--- src/rtl/sap_pkg.sv ---
// sap_pkg: shared SAP-1 opcodes, machine-state indices and control-word bit positions.
package sap_pkg;
  localparam int OPCODE_W = 4;
  localparam int NUM_T = 6;
  localparam logic [OPCODE_W-1:0] OP_LDA = 4'h0;
  localparam logic [OPCODE_W-1:0] OP_ADD = 4'h1;
  localparam logic [OPCODE_W-1:0] OP_SUB = 4'h2;
  localparam logic [OPCODE_W-1:0] OP_OUT = 4'hE;
  localparam logic [OPCODE_W-1:0] OP_HLT = 4'hF;
  localparam int T1 = 0;
  localparam int T2 = 1;
  localparam int T3 = 2;
  localparam int T4 = 3;
  localparam int T5 = 4;
  localparam int T6 = 5;
  localparam logic [NUM_T-1:0] ST_T1 = 6'b000001;
  localparam int CW_W = 12;
  localparam int CW_PC_OUT = 0;
  localparam int CW_PC_INC = 1;
  localparam int CW_MAR_LOAD = 2;
  localparam int CW_RAM_OUT = 3;
  localparam int CW_IR_LOAD = 4;
  localparam int CW_IR_SEND_ADDRESS = 5;
  localparam int CW_A_LOAD = 6;
  localparam int CW_A_OUT = 7;
  localparam int CW_B_LOAD = 8;
  localparam int CW_ALU_SUB = 9;
  localparam int CW_ALU_OUT = 10;
  localparam int CW_OUT_LOAD = 11;
  typedef logic [CW_W-1:0] cw_t;
endpackage

--- src/rtl/control_sequencer_if.sv ---
// control_sequencer_if: opcode in, one-hot state and control word out of the SAP-1 sequencer.
interface control_sequencer_if;
  logic [sap_pkg::OPCODE_W-1:0] i_opcode;
  logic [sap_pkg::NUM_T-1:0] o_t_state;
  logic o_pc_out;
  logic o_pc_inc;
  logic o_mar_load;
  logic o_ram_out;
  logic o_ir_load;
  logic o_ir_send_address;
  logic o_a_load;
  logic o_a_out;
  logic o_b_load;
  logic o_alu_sub;
  logic o_alu_out;
  logic o_out_load;
  logic o_halted;
  modport master (
    input i_opcode,
    output o_t_state, o_pc_out, o_pc_inc, o_mar_load, o_ram_out, o_ir_load, o_ir_send_address,
           o_a_load, o_a_out, o_b_load, o_alu_sub, o_alu_out, o_out_load, o_halted
  );
  modport slave (
    output i_opcode,
    input o_t_state, o_pc_out, o_pc_inc, o_mar_load, o_ram_out, o_ir_load, o_ir_send_address,
          o_a_load, o_a_out, o_b_load, o_alu_sub, o_alu_out, o_out_load, o_halted
  );
endinterface

--- src/rtl/t_state_ring.sv ---
// t_state_ring: one-hot T1..T6 ring counter with sync reset, hold and restart-to-T1.
module t_state_ring
  import sap_pkg::*;
(
  input  logic clk,
  input  logic rst,
  input  logic hold,
  input  logic restart,
  output logic [NUM_T-1:0] state
);
  always_ff @(posedge clk)
    if (rst) state <= ST_T1;
    else if (!hold) state <= restart ? ST_T1 : {state[NUM_T-2:0], state[NUM_T-1]};
endmodule

--- src/rtl/control_sequencer.sv ---
// control_sequencer: SAP-1 T-state sequencer and control-word decode; CONTROL_SEQ_SKIP_NOP_EN ends instructions early.
module control_sequencer
  import sap_pkg::*;
(
  input logic i_clock,
  input logic i_reset,
  control_sequencer_if.master bus
);
  logic [NUM_T-1:0] t;
  logic halted;
  logic hlt_now;
  logic restart;
  logic is_lda, is_add, is_sub, is_out, is_hlt, mem_op, alu_op;
  cw_t cw;
  assign is_lda = bus.i_opcode == OP_LDA;
  assign is_add = bus.i_opcode == OP_ADD;
  assign is_sub = bus.i_opcode == OP_SUB;
  assign is_out = bus.i_opcode == OP_OUT;
  assign is_hlt = bus.i_opcode == OP_HLT;
  assign alu_op = is_add | is_sub;
  assign mem_op = is_lda | alu_op;
  assign hlt_now = t[T4] & is_hlt & ~halted;
`ifdef CONTROL_SEQ_SKIP_NOP_EN
  // Unknown opcodes are caught on the IR bus value at T3, before any execute state.
  assign restart = (t[T5] & is_lda) | (t[T4] & is_out) | (t[T3] & ~(mem_op | is_out | is_hlt));
`else
  assign restart = 1'b0;
`endif
  t_state_ring ring (.clk(i_clock), .rst(i_reset), .hold(halted | hlt_now), .restart(restart), .state(t));
  always_ff @(posedge i_clock)
    if (i_reset) halted <= 1'b0;
    else if (hlt_now) halted <= 1'b1;
  always_comb begin
    cw = '0;
    cw[CW_PC_OUT] = t[T1];
    cw[CW_PC_INC] = t[T2];
    cw[CW_MAR_LOAD] = t[T1] | (t[T4] & mem_op);
    cw[CW_RAM_OUT] = t[T3] | (t[T5] & mem_op);
    cw[CW_IR_LOAD] = t[T3];
    cw[CW_IR_SEND_ADDRESS] = t[T4] & mem_op;
    cw[CW_A_LOAD] = (t[T5] & is_lda) | (t[T6] & alu_op);
    cw[CW_A_OUT] = t[T4] & is_out;
    cw[CW_B_LOAD] = t[T5] & alu_op;
    cw[CW_ALU_SUB] = (t[T5] | t[T6]) & is_sub;
    cw[CW_ALU_OUT] = t[T6] & alu_op;
    cw[CW_OUT_LOAD] = t[T4] & is_out;
    if (i_reset || halted) cw = '0;
  end
  assign bus.o_t_state = t;
  assign bus.o_halted = halted;
  assign bus.o_pc_out = cw[CW_PC_OUT];
  assign bus.o_pc_inc = cw[CW_PC_INC];
  assign bus.o_mar_load = cw[CW_MAR_LOAD];
  assign bus.o_ram_out = cw[CW_RAM_OUT];
  assign bus.o_ir_load = cw[CW_IR_LOAD];
  assign bus.o_ir_send_address = cw[CW_IR_SEND_ADDRESS];
  assign bus.o_a_load = cw[CW_A_LOAD];
  assign bus.o_a_out = cw[CW_A_OUT];
  assign bus.o_b_load = cw[CW_B_LOAD];
  assign bus.o_alu_sub = cw[CW_ALU_SUB];
  assign bus.o_alu_out = cw[CW_ALU_OUT];
  assign bus.o_out_load = cw[CW_OUT_LOAD];
endmodule

--- src/flat_wrapper.sv ---
// flat-port wrapper written by rule: the top's interface ports become plain ports
module control_sequencer_flat import sap_pkg::*;
  (i_clock, i_reset, bus_i_opcode, bus_o_t_state, bus_o_pc_out, bus_o_pc_inc, bus_o_mar_load, bus_o_ram_out, bus_o_ir_load, bus_o_ir_send_address, bus_o_a_load, bus_o_a_out, bus_o_b_load, bus_o_alu_sub, bus_o_alu_out, bus_o_out_load, bus_o_halted);
  control_sequencer_if bus_i ();
  input logic i_clock;
  input logic i_reset;
  input wire logic [$bits(bus_i.i_opcode)-1:0] bus_i_opcode;
  output wire logic [$bits(bus_i.o_t_state)-1:0] bus_o_t_state;
  output wire logic [$bits(bus_i.o_pc_out)-1:0] bus_o_pc_out;
  output wire logic [$bits(bus_i.o_pc_inc)-1:0] bus_o_pc_inc;
  output wire logic [$bits(bus_i.o_mar_load)-1:0] bus_o_mar_load;
  output wire logic [$bits(bus_i.o_ram_out)-1:0] bus_o_ram_out;
  output wire logic [$bits(bus_i.o_ir_load)-1:0] bus_o_ir_load;
  output wire logic [$bits(bus_i.o_ir_send_address)-1:0] bus_o_ir_send_address;
  output wire logic [$bits(bus_i.o_a_load)-1:0] bus_o_a_load;
  output wire logic [$bits(bus_i.o_a_out)-1:0] bus_o_a_out;
  output wire logic [$bits(bus_i.o_b_load)-1:0] bus_o_b_load;
  output wire logic [$bits(bus_i.o_alu_sub)-1:0] bus_o_alu_sub;
  output wire logic [$bits(bus_i.o_alu_out)-1:0] bus_o_alu_out;
  output wire logic [$bits(bus_i.o_out_load)-1:0] bus_o_out_load;
  output wire logic [$bits(bus_i.o_halted)-1:0] bus_o_halted;
  assign bus_i.i_opcode = bus_i_opcode;
  assign bus_o_t_state = bus_i.o_t_state;
  assign bus_o_pc_out = bus_i.o_pc_out;
  assign bus_o_pc_inc = bus_i.o_pc_inc;
  assign bus_o_mar_load = bus_i.o_mar_load;
  assign bus_o_ram_out = bus_i.o_ram_out;
  assign bus_o_ir_load = bus_i.o_ir_load;
  assign bus_o_ir_send_address = bus_i.o_ir_send_address;
  assign bus_o_a_load = bus_i.o_a_load;
  assign bus_o_a_out = bus_i.o_a_out;
  assign bus_o_b_load = bus_i.o_b_load;
  assign bus_o_alu_sub = bus_i.o_alu_sub;
  assign bus_o_alu_out = bus_i.o_alu_out;
  assign bus_o_out_load = bus_i.o_out_load;
  assign bus_o_halted = bus_i.o_halted;
  control_sequencer u_core (.i_clock(i_clock), .i_reset(i_reset), .bus(bus_i));
endmodule
--- config.mk ---
export PLATFORM = sky130hd
export DESIGN_NAME = control_sequencer_flat
export DESIGN_NICKNAME = d
export VERILOG_FILES = /design/src/rtl/sap_pkg.sv /design/src/rtl/control_sequencer_if.sv /design/src/rtl/t_state_ring.sv /design/src/rtl/control_sequencer.sv /design/src/flat_wrapper.sv
export SDC_FILE = /design/constraint.sdc
export NUM_CORES = 1
export LEC_CHECK = 0
export CORE_MARGIN = 2
export CORE_UTILIZATION = 34
export CTS_CLUSTER_SIZE = 12
export DETAILED_ROUTE_END_ITERATION = 10
export PLACE_DENSITY_LB_ADDON = 0.1
export SYNTH_ARGS = -nofsm -noshare
export SYNTH_HDL_FRONTEND = slang
export SYNTH_SLANG_ARGS = --single-unit
--- constraint.sdc ---
create_clock -name i_clock -period 1.1 [get_ports i_clock]
set_clock_uncertainty 0.05 [all_clocks]
set_input_delay 0.11 -clock i_clock [delete_from_list [all_inputs] [get_ports i_clock]]
set_output_delay 0.11 -clock i_clock [all_outputs]
set_load 0.01 [all_outputs]
==> results.yml, run 1 <==
drt:
  drc: 0
  drt_pass1_iterations: 4
  via_count: 680
  drt_wl_total_um: 1826
  drtIter0Drc: 15
  wl_per_cell_um: 15.09
  drtAntennaViolNets: 0
  vias_per_cell: 5.620
sta:
  setup_viol: 19
  period_minus_slack_ns: 1.422
  slew_violations: 0
  finalCritPeriodShare: 1.292
  tightestPinTransition_ns: 0.2593
  setup_slack_ns: -0.3216
  rsz0062_at_grt: "yes"
  hold_viol_final: 0
  relSlewSlack: 0.8244
  timing.fmax_ghz: 0.7034
critical_path:
  cpPeakStageDelay_ns: 0.37
  end_kind: "primary output"
  cp-start-kind: "register"
  slowest_stage: "dfxtp_4"
  worstPathArrival_ns: 1.26
  path_cells: "buf_8 -> nor3b_4 -> or2_1 -> buf_2"
  crit_fanout: 6
  critical_path_class: "register to primary output"
  required_ns: 0.94
logic_synthesis:
  ys_ff_latch: 7
  synth_cell_types: 30
  synth_area_per_cell_um2: 8.175
  syn_nets: 66
  synth_compound_area_frac: 0.2041
  synthFlopType: "dfxtp_1"
  synth_simple_gate_area_share: 0.4184
  ys_warn_count: 0
  synthCells: 60
  synthArstFlopShare: 0
  synth_adder_area_share: 0
  synth-xor-area-share: 0.01786
  ys_seq_area_frac: 0.2857
  syn-cell-area_um2: 490.5
  synth_top_family_by_area: "simple AND/OR/NAND/NOR gates"
  synthMuxAreaShare: 0
  synth-edff-count: 0
pwr:
  ir_drop_uv: 572.6
  p_leak_uw: 0.0004480
  p_per_area_nw_per_um2: 897.5
floorplanning:
  start_util: 0.3723
  ios: 25
  die-area_um2: 1762
  die_x_um: 41.98
  fp-row-count: 13
  core_region_area_um2: 1318
  die_y_um: 41.98
place:
  io_buffer_count: 24
  dp.final_hpwl_um: 1178
  place_area_um2: 863.3
  gp_congestion: 0.7837
  dp.cells: 111
finish:
  fin_cells: 121
  final_nets: 113
  multi_input_area_um2: 442.9
  final_cell_area_um2: 1002
  areaGrowthSynthToFinish_pct: 104.3
  layout_common_cells: "buf_4, buf_2, nand2_1, dlygate4sd2_1, buf_6"
  layout_commonest_cell: "buf_4"
  drive_above_1_share: 0.6226
  fillers: 99
  register_area_um2: 148.9
  diodes: 0
grt:
  gr-total-overflow: 0
  grt_max_degree: 10
  antenna_found_initial: 0
  grtUsageTotal: 0.2011
  grt_pass1_vias: 601
  grt_pass1_wl_um: 2704
clocking:
  cts_tree: "built"
  hold_buffers: 0
  cts-root-buf: "clkbuf_4"
  cts_buffer_depth: 2
  numCtsBuffers: 3
  clock_latency_ns: 0.25
  cts-htree-levels: 1
  cts_sinks: 7
  path_clk_slew_ns: 0.06
run_status:
  failed_checks: "negative setup slack"
  outcome: "finished, violations left"
worst_hold_path:
  holdCritPathClass: "input pin to register"
flow_run:
  maxCapViolCount: 0
stage by stage:
step / setup TNS, ns / worst slack (ns) / hold slack (ns) / total power (uW) / util
after floorplan: -0.04782 / -0.04782 / 0.2038 / 419.3 / -
after global placement: -11.56 / -0.7900 / 0.5610 / 599.9 / 0.6553
after detailed placement: -11.73 / -0.8035 / 0.5555 / 603.8 / 0.6553
after CTS: -4.399 / -0.3902 / 0.4032 / 862.4 / 0.7056
after global routing: -4.470 / -0.3572 / 0.4663 / 937.3 / 0.7607
final: -3.698 / -0.3216 / 0.4278 / 899.4 / 0.7607
critical path, delay by kind of cell (launching register included):
family	cells	cell delay, ns
flops	1	0.37
simple gates	2	0.37
buf+inv	2	0.27
flip-flops by register name (all words and copies together) (netlist names):
name,count
u_core.ring.state,6
u_core.bus.o_halted,1
area by class of cell:
| type | instances | area share |
|---|---|---|
| tap | 15 | 0.01873 |
| timing repair buffer | 46 | 0.3496 |
| inverter | 4 | 0.01498 |
| multi-input combinational | 45 | 0.4419 |
| sequential | 7 | 0.1486 |
| clock buffer | 4 | 0.02622 |
routing by layer:
layer | part of all wire | GRT usage | up-vias | routed length, um
met4 | 0.021 | 0.05806 | 0 | 38
li1 | - | - | 320 | -
met5 | 0 | 0 | - | 0
met2 | 0.50 | 0.3094 | 24 | 906
met1 | 0.42 | 0.2749 | 330 | 769
met3 | 0.061 | 0.05172 | 6 | 112
logic make-up after synthesis:
logic type	Yosys count
compound gates	13
xor+xnor	1
buf+inv	8
flops	7
simple gates	31
repair_timing:
action,in CTS,in global routing
gates resized for setup,80,31
cloned,0,0
setup endpoints to repair,26,22
setup buffers,3,3
pin swaps,6,13
cells in the mapped netlist (all sizes together) (2+ instances only):
master	count	share of area
buf	3	0.036
nand4	2	0.038
nor3b	2	0.051
nor2	6	0.046
a31oi	3	0.038
o311ai	3	0.054
dfxtp	7	0.29
nor4b	3	0.054
inv	4	0.031
and3	3	0.038
nor4	2	0.056
o211ai	2	0.031
nand2	7	0.054
power by group:
part / leakage, uW / switching [uW] / total, uW / internal (uW)
Combinational: 0.000373 / 173 / 362 / 189
Sequential: 0.0000599 / 19.0 / 296 / 277
Clock: 0.0000150 / 103 / 242 / 139
Total: 0.000448 / 295 / 899 / 605
worst paths after layout:
check | startpoint | end | slack (ns) | depth (start not counted)
worst max register to register | u_core.bus.o_halted | u_core.ring.state[5] | -0.23 | 6
worst min register to register | u_core.ring.state[0] | u_core.ring.state[0] | 0.57 | 3
worst max-delay path | u_core.bus.o_halted | bus_o_mar_load | -0.32 | 4
worst min-delay path | bus_i_opcode[1] | u_core.ring.state[2] | 0.43 | 3
Note: power is estimated with default switching activity, not from simulation.
==> run 2, diff against run 1 <==
--- a/config.mk
+++ b/config.mk
@@ -10,6 +10,7 @@
 export CTS_CLUSTER_SIZE = 12
 export DETAILED_ROUTE_END_ITERATION = 10
 export PLACE_DENSITY_LB_ADDON = 0.1
+export RECOVER_POWER = 50
 export SYNTH_ARGS = -nofsm -noshare
 export SYNTH_HDL_FRONTEND = slang
 export SYNTH_SLANG_ARGS = --single-unit
==> run 2 against run 1 <==
  * The run still ends with negative setup slack left
  * Global-route usage stayed put
  * Routed wire length is 0.16% lower
  * Register-to-register slack hardly changed
  * Highest routed layer unchanged
==> results.yml, run 2 (synthesis results as in run 1) <==
run_status:
  outcome: "finished, violations left"
  failed_checks: "negative setup slack"
drt:
  drtIter0Drc: 14
  drt_pass1_iterations: 4
  drtAntennaViolNets: 0
  via_count: 682
  drc: 0
  wl_per_cell_um: 15.07
  drt_wl_total_um: 1823
  vias_per_cell: 5.636
place:
  dp.final_hpwl_um: 1178
  gp_congestion: 0.7837
  io_buffer_count: 24
  place_area_um2: 863.3
  post-place-ws_ns: -0.8035
flow_run:
  maxCapViolCount: 0
critical_path:
  end_kind: "primary output"
  crit_family: "flip-flops"
  slowest_stage: "dfxtp_4"
  required_ns: 0.94
  cp-start-kind: "register"
  path_cells: "buf_8 -> nor3b_4 -> or2_1 -> buf_2"
  critical_path_class: "register to primary output"
  cpPeakStageDelay_ns: 0.37
  worstPathArrival_ns: 1.26
  critPathBufInv: 2
  crit_fanout: 6
  r2r_slack_ns: -0.23
pwr:
  p_clk_frac: 0.270
  p_sw_uw: 295.6
  pwr-share-comb: 0.400
  p_leak_uw: 0.0004447
  ir_drop_uv: 574.3
  switching_share: 0.3297
  cellInternalPower_uw: 600.9
  seqPwrFrac: 0.330
  p_per_area_nw_per_um2: 897.8
floorplanning:
  die_y_um: 41.98
  start_util: 0.3723
  die_x_um: 41.98
  die-area_um2: 1762
  core_region_area_um2: 1318
  ios: 25
  fp-row-count: 13
clocking:
  cts_tree: "built"
  cts-htree-levels: 1
  numCtsBuffers: 3
  cts-root-buf: "clkbuf_4"
  clock_latency_ns: 0.25
  hold_buffers: 0
  cts_buffer_depth: 2
  cts_sinks: 7
  path_clk_slew_ns: 0.06
grt:
  grtUsageTotal: 0.2011
  gr-total-overflow: 0
  grt_max_degree: 10
  grt_pass1_vias: 601
  antenna_found_initial: 0
  grt_pass1_wl_um: 2704
sta:
  setup_viol: 19
  setup_slack_ns: -0.3197
  timing.fmax_ghz: 0.7044
  timing.hold.ws_ns: 0.4256
  rsz0062_at_grt: "yes"
  hold_viol_final: 0
  tightestPinTransition_ns: 0.2679
  slew_violations: 0
  period_minus_slack_ns: 1.420
  finalCritPeriodShare: 1.291
  fin_tns_setup_ns: -3.692
  relSlewSlack: 0.8186
finish:
  layout_commonest_cell: "buf_4"
  areaGrowthSynthToFinish_pct: 103.6
  diodes: 0
  largest_reg_flops: 6
  drive_above_1_share: 0.6132
  final_nets: 113
  layout_common_cells: "buf_4, buf_2, nand2_1, dlygate4sd2_1, buf_6"
  fillers: 101
  final_util: 0.7578
  final_cell_area_um2: 998.5
  regMostFlops: "u_core.ring.state"
worst_hold_path:
  holdCritPathClass: "input pin to register"
-- run 2: what timing repair did --
action                     4_1_cts  5_1_grt
gates resized for setup         80       31
setup endpoints to repair       26       22
buffers inserted                 3        3
pin swaps                        6       13
-- run 2: area by class of cell --
cell class / count / area (um^2) / share of cell area
clock buffers: 4 / 26.28 / 0.02632
inverters: 4 / 15.01 / 0.01504
multi-input cells: 45 / 442.9 / 0.4436
flip-flops and latches: 7 / 148.9 / 0.1491
well taps: 15 / 18.77 / 0.01880
repair buffers: 46 / 346.6 / 0.3471
-- run 2: worst min-delay path, stage by stage --
cell           delay [ns]
dlygate4sd2_1        0.32
nand4_4              0.15
o311ai_2             0.10
-- run 2: metal layers --
layer	vias up	routed length, um	GRT usage	share of wire
li1	320	-	-	-
met1	329	772	0.2749	0.42
met4	0	44	0.05806	0.024
met5	-	0	0	0
met3	6	109	0.05172	0.060
met2	27	897	0.3094	0.49
-- run 2: worst paths after layout --
path | from | end | cells after the start
setup / recovery | u_core.bus.o_halted | bus_o_mar_load | 4
hold / removal | bus_i_opcode[1] | u_core.ring.state[2] | 3
setup reg to reg | u_core.bus.o_halted | u_core.ring.state[5] | 6
hold reg to reg | u_core.ring.state[0] | u_core.ring.state[0] | 3
-- run 2: through the flow --
step,cells,power [uW]
after floorplan,60,419.3
after global placement,111,599.9
after detailed placement,111,603.8
after CTS,118,862.4
after global routing,121,933.5
final,121,896.5
-- run 2: power by group through the flow --
stage	combinational (uW)	sequential, uW	clock (uW)
floorplan	105	314	0
global placement	302	298	0
detailed placement	306	298	0
CTS	324	294	245
global route	385	300	249
finish	358	296	242
==> run 3, diff against run 2 <==
--- a/config.mk
+++ b/config.mk
@@ -5,11 +5,12 @@
 export SDC_FILE = /design/constraint.sdc
 export NUM_CORES = 1
 export LEC_CHECK = 0
-export CORE_MARGIN = 2
-export CORE_UTILIZATION = 34
+export CORE_AREA = 2 2 39 41
 export CTS_CLUSTER_SIZE = 12
 export DETAILED_ROUTE_END_ITERATION = 10
-export PLACE_DENSITY_LB_ADDON = 0.1
+export DIE_AREA = 0 0 41 43
+export DONT_BUFFER_PORTS = 1
+export PLACE_DENSITY = 0.59
 export RECOVER_POWER = 50
 export SYNTH_ARGS = -nofsm -noshare
 export SYNTH_HDL_FRONTEND = slang
==> run 3 against run 2 <==
  * The run still ends with negative setup slack left
  * Via count is 22% lower
  * Sequential cell count stayed put
  * Worst hold slack worse by 0.35 ns
  * Critical path depth stayed put
  * Final area is 18% lower
  * Non-clock buffer count is 26 lower
  * Power is 11% lower
  * Largest cell class unchanged
==> results.yml, run 3 (synthesis results as in run 1) <==
critical_path:
  worstPathArrival_ns: 1.19
  rr_startpoint: "u_core.bus.o_halted"
  r2r_slack_ns: -0.10
  crit_fanout: 3
  required_ns: 0.94
  crit_family: "simple AND/OR/NAND/NOR gates"
  slowest_stage: "dfxtp_4"
  end_kind: "primary output"
  cpPeakStageDelay_ns: 0.36
  cp_common_cell: "nor2_4"
  cp-start-kind: "register"
  critPathBufInv: 1
  critical_path_class: "register to primary output"
  worstSetupStartpoint: "u_core.bus.o_halted"
  path_cells: "nor2_4 -> nand3b_1 -> buf_4 -> nor2_4"
pwr:
  ir_drop_uv: 685.7
  p_per_area_nw_per_um2: 965.8
  p_clk_frac: 0.297
  p_leak_uw: 0.0003018
  p_sw_uw: 237.0
  cellInternalPower_uw: 556.9
  seqPwrFrac: 0.392
  pwr-share-comb: 0.311
  switching_share: 0.2986
finish:
  layout_commonest_cell: "buf_4"
  multi_input_area_um2: 417.9
  final_nets: 87
  regMostFlops: "u_core.ring.state"
  layout_common_cells: "buf_4, nand2_1, nor2_1, buf_6, dfxtp_1"
  areaGrowthSynthToFinish_pct: 67.60
  fillers: 115
  final_util: 0.5940
  final_cell_area_um2: 822.0
  largest_reg_flops: 6
  diodes: 0
  register_area_um2: 146.4
  drive_above_1_share: 0.5125
grt:
  grtUsageTotal: 0.2034
  grt_pass1_vias: 494
  grt_max_degree: 14
  grt_pass1_wl_um: 2428
  gr-total-overflow: 0
  antenna_found_initial: 0
place:
  gp_congestion: 0.7386
  post-place-ws_ns: 0.006526
  dp.final_hpwl_um: 910.3
  place_area_um2: 619.3
  io_buffer_count: 0
sta:
  finalCritPeriodShare: 1.231
  timing.fmax_ghz: 0.7384
  setup_viol: 14
  hold_viol_final: 0
  relSlewSlack: 0.7881
  slew_violations: 0
  tightestPinTransition_ns: 0.3179
  setup_slack_ns: -0.2544
  period_minus_slack_ns: 1.354
  fin_tns_setup_ns: -2.450
  rsz0062_at_grt: "yes"
floorplanning:
  die_y_um: 43
  fp-row-count: 14
  ios: 25
  start_util: 0.3544
  core_region_area_um2: 1384
  die_x_um: 41
  die-area_um2: 1763
drt:
  drtAntennaViolNets: 0
  drt_pass1_iterations: 4
  drtIter0Drc: 6
  vias_per_cell: 5.542
  drc: 0
  wl_per_cell_um: 15.56
  via_count: 532
  drt_wl_total_um: 1494
clocking:
  numCtsBuffers: 3
  clock_latency_ns: 0.26
  cts-root-buf: "clkbuf_4"
  path_clk_slew_ns: 0.05
  cts-htree-levels: 1
  cts_sinks: 7
  cts_buffer_depth: 2
  cts_tree: "built"
worst_hold_path:
  worstHoldStart: "i_reset"
  holdCritPathClass: "input pin to register"
run_status:
  failed_checks: "negative setup slack"
  outcome: "finished, violations left"
flow_run:
  maxCapViolCount: 0
-- run 3: path summary, 6_finish.rpt --
kind                                             end  cells after the start
worst max-delay path                  bus_o_out_load                      4
worst min-delay path            u_core.ring.state[5]                      3
worst max register to register  u_core.ring.state[1]                      6
worst min register to register  u_core.ring.state[2]                      2
-- run 3: power groups by stage --
stage | clock (uW) | sequential, uW | combinational (uW)
after floorplan | 0 | 314 | 105
after global placement | 0 | 315 | 172
after detailed placement | 0 | 316 | 174
after CTS | 243 | 312 | 222
after global routing | 255 | 316 | 266
final | 236 | 312 | 247
-- run 3: per-stage QoR --
step | total power, uW | cells | hold slack [ns]
detailed placement | 489.5 | 84 | 0.1291
global placement | 486.8 | 84 | 0.1301
CTS | 776.8 | 93 | 0.06303
global route | 838.0 | 96 | 0.08543
floorplan | 419.3 | 60 | 0.2038
finish | 793.9 | 96 | 0.07261
-- run 3: timing repair --
action                     CTS  global route
pin swaps                    4             5
gates resized for setup     18             9
buffers inserted             2             3
hold endpoints to repair     6             0
gates cloned                 0             0
hold buffers                 3             0
setup endpoints to repair   12            16
-- run 3: per-layer routing --
layer  GRT usage  vias up  wire length [um]
met2      0.3125       14               778
met5           0        -                 0
met1      0.2565      251               626
li1            -      265                 -
met3     0.08901        2                81
met4     0.04000        0                 7
-- run 3: worst register-to-register path: stages (launching register included) --
cell and delay (ns):
dfxtp_4 0.36, buf_12 0.15, nor3b_4 0.22, buf_4 0.14
buf_6 0.08, nand2_2 0.04, o311ai_2 0.06
-- run 3: layout make-up --
type / count / area share
sequential: 7 / 0.1781
timing repair buffer: 20 / 0.2390
tap: 16 / 0.02435
inverter: 4 / 0.01826
clock buffer: 4 / 0.03196
multi-input combinational: 45 / 0.5084
